[src/rtl/key_press_if.sv]
// rtl/key_press_if.sv - debounced key inputs and classified press outputs
interface key_press_if;
  logic button_level;
  logic button_negedge;
  logic button_posedge;
  logic short_press;
  logic long_press;
  logic repeat_press;
  logic busy;

  modport master (
    output button_level, button_negedge, button_posedge,
    input  short_press, long_press, repeat_press, busy
  );

  modport slave (
    input  button_level, button_negedge, button_posedge,
    output short_press, long_press, repeat_press, busy
  );
endinterface

[src/rtl/key_press_classifier.sv]
// rtl/key_press_classifier.sv - classifies a debounced key into short, long and auto-repeat presses
module key_press_classifier #(
  parameter int LONG_CYCLES   = 50_000_000,
  parameter int REPEAT_CYCLES = 10_000_000,
  parameter int REPEAT_EN     = 1
) (
  input logic        clk,
  input logic        rst,
  key_press_if.slave kp
);
  localparam int MAX_CYCLES = (LONG_CYCLES > REPEAT_CYCLES) ? LONG_CYCLES : REPEAT_CYCLES;
  localparam int CW = $clog2(MAX_CYCLES) + 1;
  localparam logic [CW-1:0] LONG_LAST = CW'(LONG_CYCLES - 1);
  localparam logic [CW-1:0] REP_LAST  = CW'(REPEAT_CYCLES - 1);

  typedef enum logic [1:0] {IDLE, PRESSED, HELD} state_t;

  state_t        state, state_nxt;
  logic [CW-1:0] cnt, cnt_nxt;
  logic          short_nxt, long_nxt, rep_nxt;
  logic          short_q, long_q, rep_q, busy_q;
  logic          press, release_ev;

  // A press and a release in the same cycle cancel each other out.
  assign press      = kp.button_negedge & ~kp.button_posedge;
  assign release_ev = kp.button_posedge & ~kp.button_negedge;

  always_comb begin
    state_nxt = state;
    cnt_nxt   = cnt;
    short_nxt = 1'b0;
    long_nxt  = 1'b0;
    rep_nxt   = 1'b0;
    case (state)
      IDLE: begin
        if (press) begin
          state_nxt = PRESSED;
          cnt_nxt   = '0;
        end
      end
      PRESSED: begin
        // Release beats the long threshold when both land on the same edge.
        if (release_ev) begin
          short_nxt = 1'b1;
          state_nxt = IDLE;
          cnt_nxt   = '0;
        end else if (kp.button_level) begin
          state_nxt = IDLE;
          cnt_nxt   = '0;
        end else if (cnt == LONG_LAST) begin
          long_nxt  = 1'b1;
          state_nxt = HELD;
          cnt_nxt   = '0;
        end else begin
          cnt_nxt = cnt + 1'b1;
        end
      end
      HELD: begin
        if (release_ev || kp.button_level) begin
          state_nxt = IDLE;
          cnt_nxt   = '0;
        end else if (REPEAT_EN != 0) begin
          if (cnt == REP_LAST) begin
            rep_nxt = 1'b1;
            cnt_nxt = '0;
          end else begin
            cnt_nxt = cnt + 1'b1;
          end
        end
      end
      default: begin
        state_nxt = IDLE;
        cnt_nxt   = '0;
      end
    endcase
  end

  always_ff @(posedge clk) begin
    if (!rst) begin
      state   <= IDLE;
      cnt     <= '0;
      short_q <= 1'b0;
      long_q  <= 1'b0;
      rep_q   <= 1'b0;
      busy_q  <= 1'b0;
    end else begin
      state   <= state_nxt;
      cnt     <= cnt_nxt;
      short_q <= short_nxt;
      long_q  <= long_nxt;
      rep_q   <= rep_nxt;
      busy_q  <= (state_nxt != IDLE);
    end
  end

  assign kp.short_press  = short_q;
  assign kp.long_press   = long_q;
  assign kp.repeat_press = rep_q;
  assign kp.busy         = busy_q;
endmodule

[src/flat_wrapper.sv]
// flat-port wrapper written by rule: the top's interface ports become plain ports
module key_press_classifier_flat 
#(
  parameter int LONG_CYCLES   = 50_000_000,
  parameter int REPEAT_CYCLES = 10_000_000,
  parameter int REPEAT_EN     = 1
)
  (clk, rst, kp_button_level, kp_button_negedge, kp_button_posedge, kp_short_press, kp_long_press, kp_repeat_press, kp_busy);
  key_press_if kp_i ();
  input logic clk;
  input logic rst;
  input wire logic [$bits(kp_i.button_level)-1:0] kp_button_level;
  input wire logic [$bits(kp_i.button_negedge)-1:0] kp_button_negedge;
  input wire logic [$bits(kp_i.button_posedge)-1:0] kp_button_posedge;
  output wire logic [$bits(kp_i.short_press)-1:0] kp_short_press;
  output wire logic [$bits(kp_i.long_press)-1:0] kp_long_press;
  output wire logic [$bits(kp_i.repeat_press)-1:0] kp_repeat_press;
  output wire logic [$bits(kp_i.busy)-1:0] kp_busy;
  assign kp_i.button_level = kp_button_level;
  assign kp_i.button_negedge = kp_button_negedge;
  assign kp_i.button_posedge = kp_button_posedge;
  assign kp_short_press = kp_i.short_press;
  assign kp_long_press = kp_i.long_press;
  assign kp_repeat_press = kp_i.repeat_press;
  assign kp_busy = kp_i.busy;
  key_press_classifier #(.LONG_CYCLES(LONG_CYCLES), .REPEAT_CYCLES(REPEAT_CYCLES), .REPEAT_EN(REPEAT_EN)) u_core (.clk(clk), .rst(rst), .kp(kp_i));
endmodule
[config.mk]
export PLATFORM = sky130hd
export DESIGN_NAME = key_press_classifier_flat
export DESIGN_NICKNAME = d
export VERILOG_FILES = /design/src/rtl/key_press_if.sv /design/src/rtl/key_press_classifier.sv /design/src/flat_wrapper.sv
export SDC_FILE = /design/constraint.sdc
export NUM_CORES = 1
export LEC_CHECK = 0
export BUFFER_PORTS_ARGS = -buffer_cell sky130_fd_sc_hd__buf_2
export CAP_MARGIN = 40
export CORE_MARGIN = 4
export CORE_UTILIZATION = 35
export DETAILED_ROUTE_END_ITERATION = 6
export PLACE_DENSITY_LB_ADDON = 0.3
export SLEW_MARGIN = 20
export SYNTH_ARGS = -nofsm -noshare
export SYNTH_HDL_FRONTEND = slang
export SYNTH_SLANG_ARGS = --single-unit
[constraint.sdc]
create_clock -name clk -period 2.75 [get_ports clk]
set_input_delay 0 -clock clk [delete_from_list [all_inputs] [get_ports clk]]
set_output_delay 0 -clock clk [all_outputs]
set_load 0.01 [all_outputs]
==> qor.csv <==
metric;value;unit
status;completed;
Worst Min Path Start;rst;
Iter 0 DRT Violations;148;
main area contributors after synthesis;dfxtp_1, nand3_1, nand2_1;
Post-synth EDFFs;0;
Clock Sinks;33;
1st-pass router iterations;4;
Least-Margin Pin Slew;0.691;ns
layout cell share with drive strength beyond 1;10.8;%
Register-to-Register Path Depth;7;
die area;6400;um^2
worst vdd ir;0.279;mV
H-tree Lvls;2;
Setup Viol. Count Final;0;
CTS buffer count;5;
PnR worst setup slack;0.411;ns
max-slew violations;0;
io pins;9;
share of synthesized registers carrying an async set or reset;0;%
PortBufs;8;
pre-CTS setup slack;0.426;ns
Hold Vio Cnt, Final;0;
count of hold-fix buffers inserted at cts;0;
Yosys top cell by area;dfxtp_1;
number of synthesis warnings;0;
Yosys top cell area share;36.4;%
nets@finish;250;
chip width;80.0;um
floorplan core area;4880;um^2
GP Congestion;0.800;
DR DRC count;0;
die span in y;80.0;um
crit end category;flip-flop;
HP Class;primary input to flip-flop;
pin count of the biggest net entering global routing;19;
Remaining Overflow, GRT;0;
antenna-violating nets left;0;
RR Startpoint;u_core.cnt[0];
CP Launch Type;flip-flop;
Worst Path Required;2.93;ns
max_slew headroom;54.0;%
synthesized area;1810;um^2
unrepaired setup endpoints after global routing;false;
Yosys cell types;45;
number of global-route vias before repair;1533;
Top FF cell, synth;dfxtp_1;
hold endpoint;u_core.cnt[1];
Synth Register Bits;33;
Via density;5.29;
global-route wire length before repair;7.26;mm
antenna violations before repair;0;
Worst Path Max Fanout;6;
power per cell area;446;nW/um^2
Detail Placement HPWL;2.96;mm
syn nets;240;
P&R area growth vs syn;10.1;%
sequential fraction of the synthesis area;36.4;%
GRT Overall Usage;14.4;%
flop-to-flop setup slack;0.41;ns
CP arrival;2.52;ns
Mapped Avg Cell Area;7.88;um^2
final setup skew;0.00570;ns
Post-Synthesis Cells;230;
Post-Route WL;4.05;mm
Initial Util;37.2;%
Longest Clk Path Bufs;2;
Setup TNS;0;ns
num rows;25;
setup bufs post-CTS;0;
Diodes inserted;0;
DR vias;1628;
CTS tree;built;
Tmin final;2.34;ns
worst skew pair latency;0.29;ns
Hold Crit Depth;2;
LEAKAGE;0.000709;uW
FF-to-FF End;u_core.cnt[26];
clk root buf;clkbuf_8;
Routed wire per std cell;13.2;um
max_cap viols;0;
Worst Setup Path Type;flip-flop to flip-flop;
fmax;0.427;GHz
PostCTS Resize Cnt;0;
fin crit share;85.1;%
Reg clk slew, reported paths;0.07;ns
[power by group]
group | leakage, uW | internal [uW] | total [uW] | switching (uW)
clock | 0.0000395 | 180 | 352 | 172
combinational | 0.000404 | 20.9 | 56.6 | 35.7
sequential | 0.000266 | 480 | 482 | 1.66
[cell usage after synthesis, drive strengths merged (2+ instances only)]
cell type / count
xnor2: 3
a21boi: 2
xor2: 3
inv: 5
a21oi: 17
nor3: 5
nand3b: 2
dfxtp: 33
nand2b: 3
o21ai: 6
ha: 5
nor2: 22
nand3: 33
and3: 6
and4b: 2
or4: 2
clkbuf: 5
nand4bb: 2
mux2i: 7
buf: 4
nor2b: 2
nor4: 5
nor4b: 2
and2: 2
nand2: 33
nand4: 8
[worst max-delay path by stage]
stage	from	end	slack, ns	depth (start not counted)
after floorplan	u_core.cnt[0]	u_core.cnt[26]	0.57	7
after global placement	u_core.cnt[0]	u_core.cnt[26]	0.46	7
after detailed placement	u_core.cnt[0]	u_core.cnt[26]	0.43	7
after CTS	u_core.cnt[0]	u_core.cnt[26]	0.41	7
after global routing	u_core.cnt[0]	u_core.cnt[21]	0.24	8
final	u_core.cnt[0]	u_core.cnt[26]	0.41	7
[final cells by class]
cell class | count | area (um^2)
clock buffers | 8 | 80.1
flip-flops and latches | 33 | 661
inverters | 5 | 18.8
fillers | 527 | 2880
repair buffers | 12 | 70.1
multi-input cells | 183 | 1080
well taps | 67 | 83.8
[stage by stage]
| stage | hold WS (ns) | power [uW] | instances | util [%] | cell area (um^2) |
|---|---|---|---|---|---|
| finish | 0.0487 | 890 | 308 | 40.9 | 2000 |
| detailed placement | 0.352 | 550 | 300 | 39.3 | 1920 |
| global route | 0.0570 | 931 | 308 | 40.9 | 2000 |
| CTS | 0.0403 | 904 | 308 | 40.9 | 2000 |
| global placement | 0.339 | 549 | 300 | 39.3 | 1920 |
| floorplan | 0.241 | 532 | 230 | - | 1810 |
[sequential cells by signal, summed over array words and instances (netlist names)]
signal and cells:
u_core.cnt 27, u_core.state 2, u_core.kp.busy 1, u_core.kp.long_press 1, u_core.kp.repeat_press 1, u_core.kp.short_press 1
[critical path, cell delays in order, from the launching register on]
cell and delay, ns:
dfxtp_1 0.42, ha_1 0.25, nand3_2 0.13, or4_4 0.57
or4_4 0.56, nor2_4 0.12, xnor2_1 0.13, nor2_2 0.04
[layout by cell type, fill, tap and decap left out, types with 4 or more instances in the layout]
cell type and count:
ha_1 5, buf_2 8, a21oi_1 17, nor3_1 5
nand3_1 32, nand2_1 32, nor4_1 5, nor2_1 20
mux2i_1 7, nand4_1 8, dfxtp_1 33, buf_4 4
inv_1 5, and3_1 5, clkbuf_8 5
[logic make-up after synthesis]
group	after synthesis	share of synthesized area, %
DFF	33	36.4
AOI/OAI and AO/OA	33	10.6
buffers and inverters	14	3.80
and+or+nand+nor	132	38.9
xor gates and xnor gates	6	2.90
adders and majority gates	5	3.45
muxes	7	3.86
[metal layers]
layer  wire length (um)  global-route usage (%)  up-vias
li1                   -                       -      844
met1               2060                    19.2      752
met2               1780                    22.1       21
met3                129                    3.72       11
met4                 87                    5.91        0
met5                  0                       0        -
No activity file was read; power rests on OpenSTA's default activity.
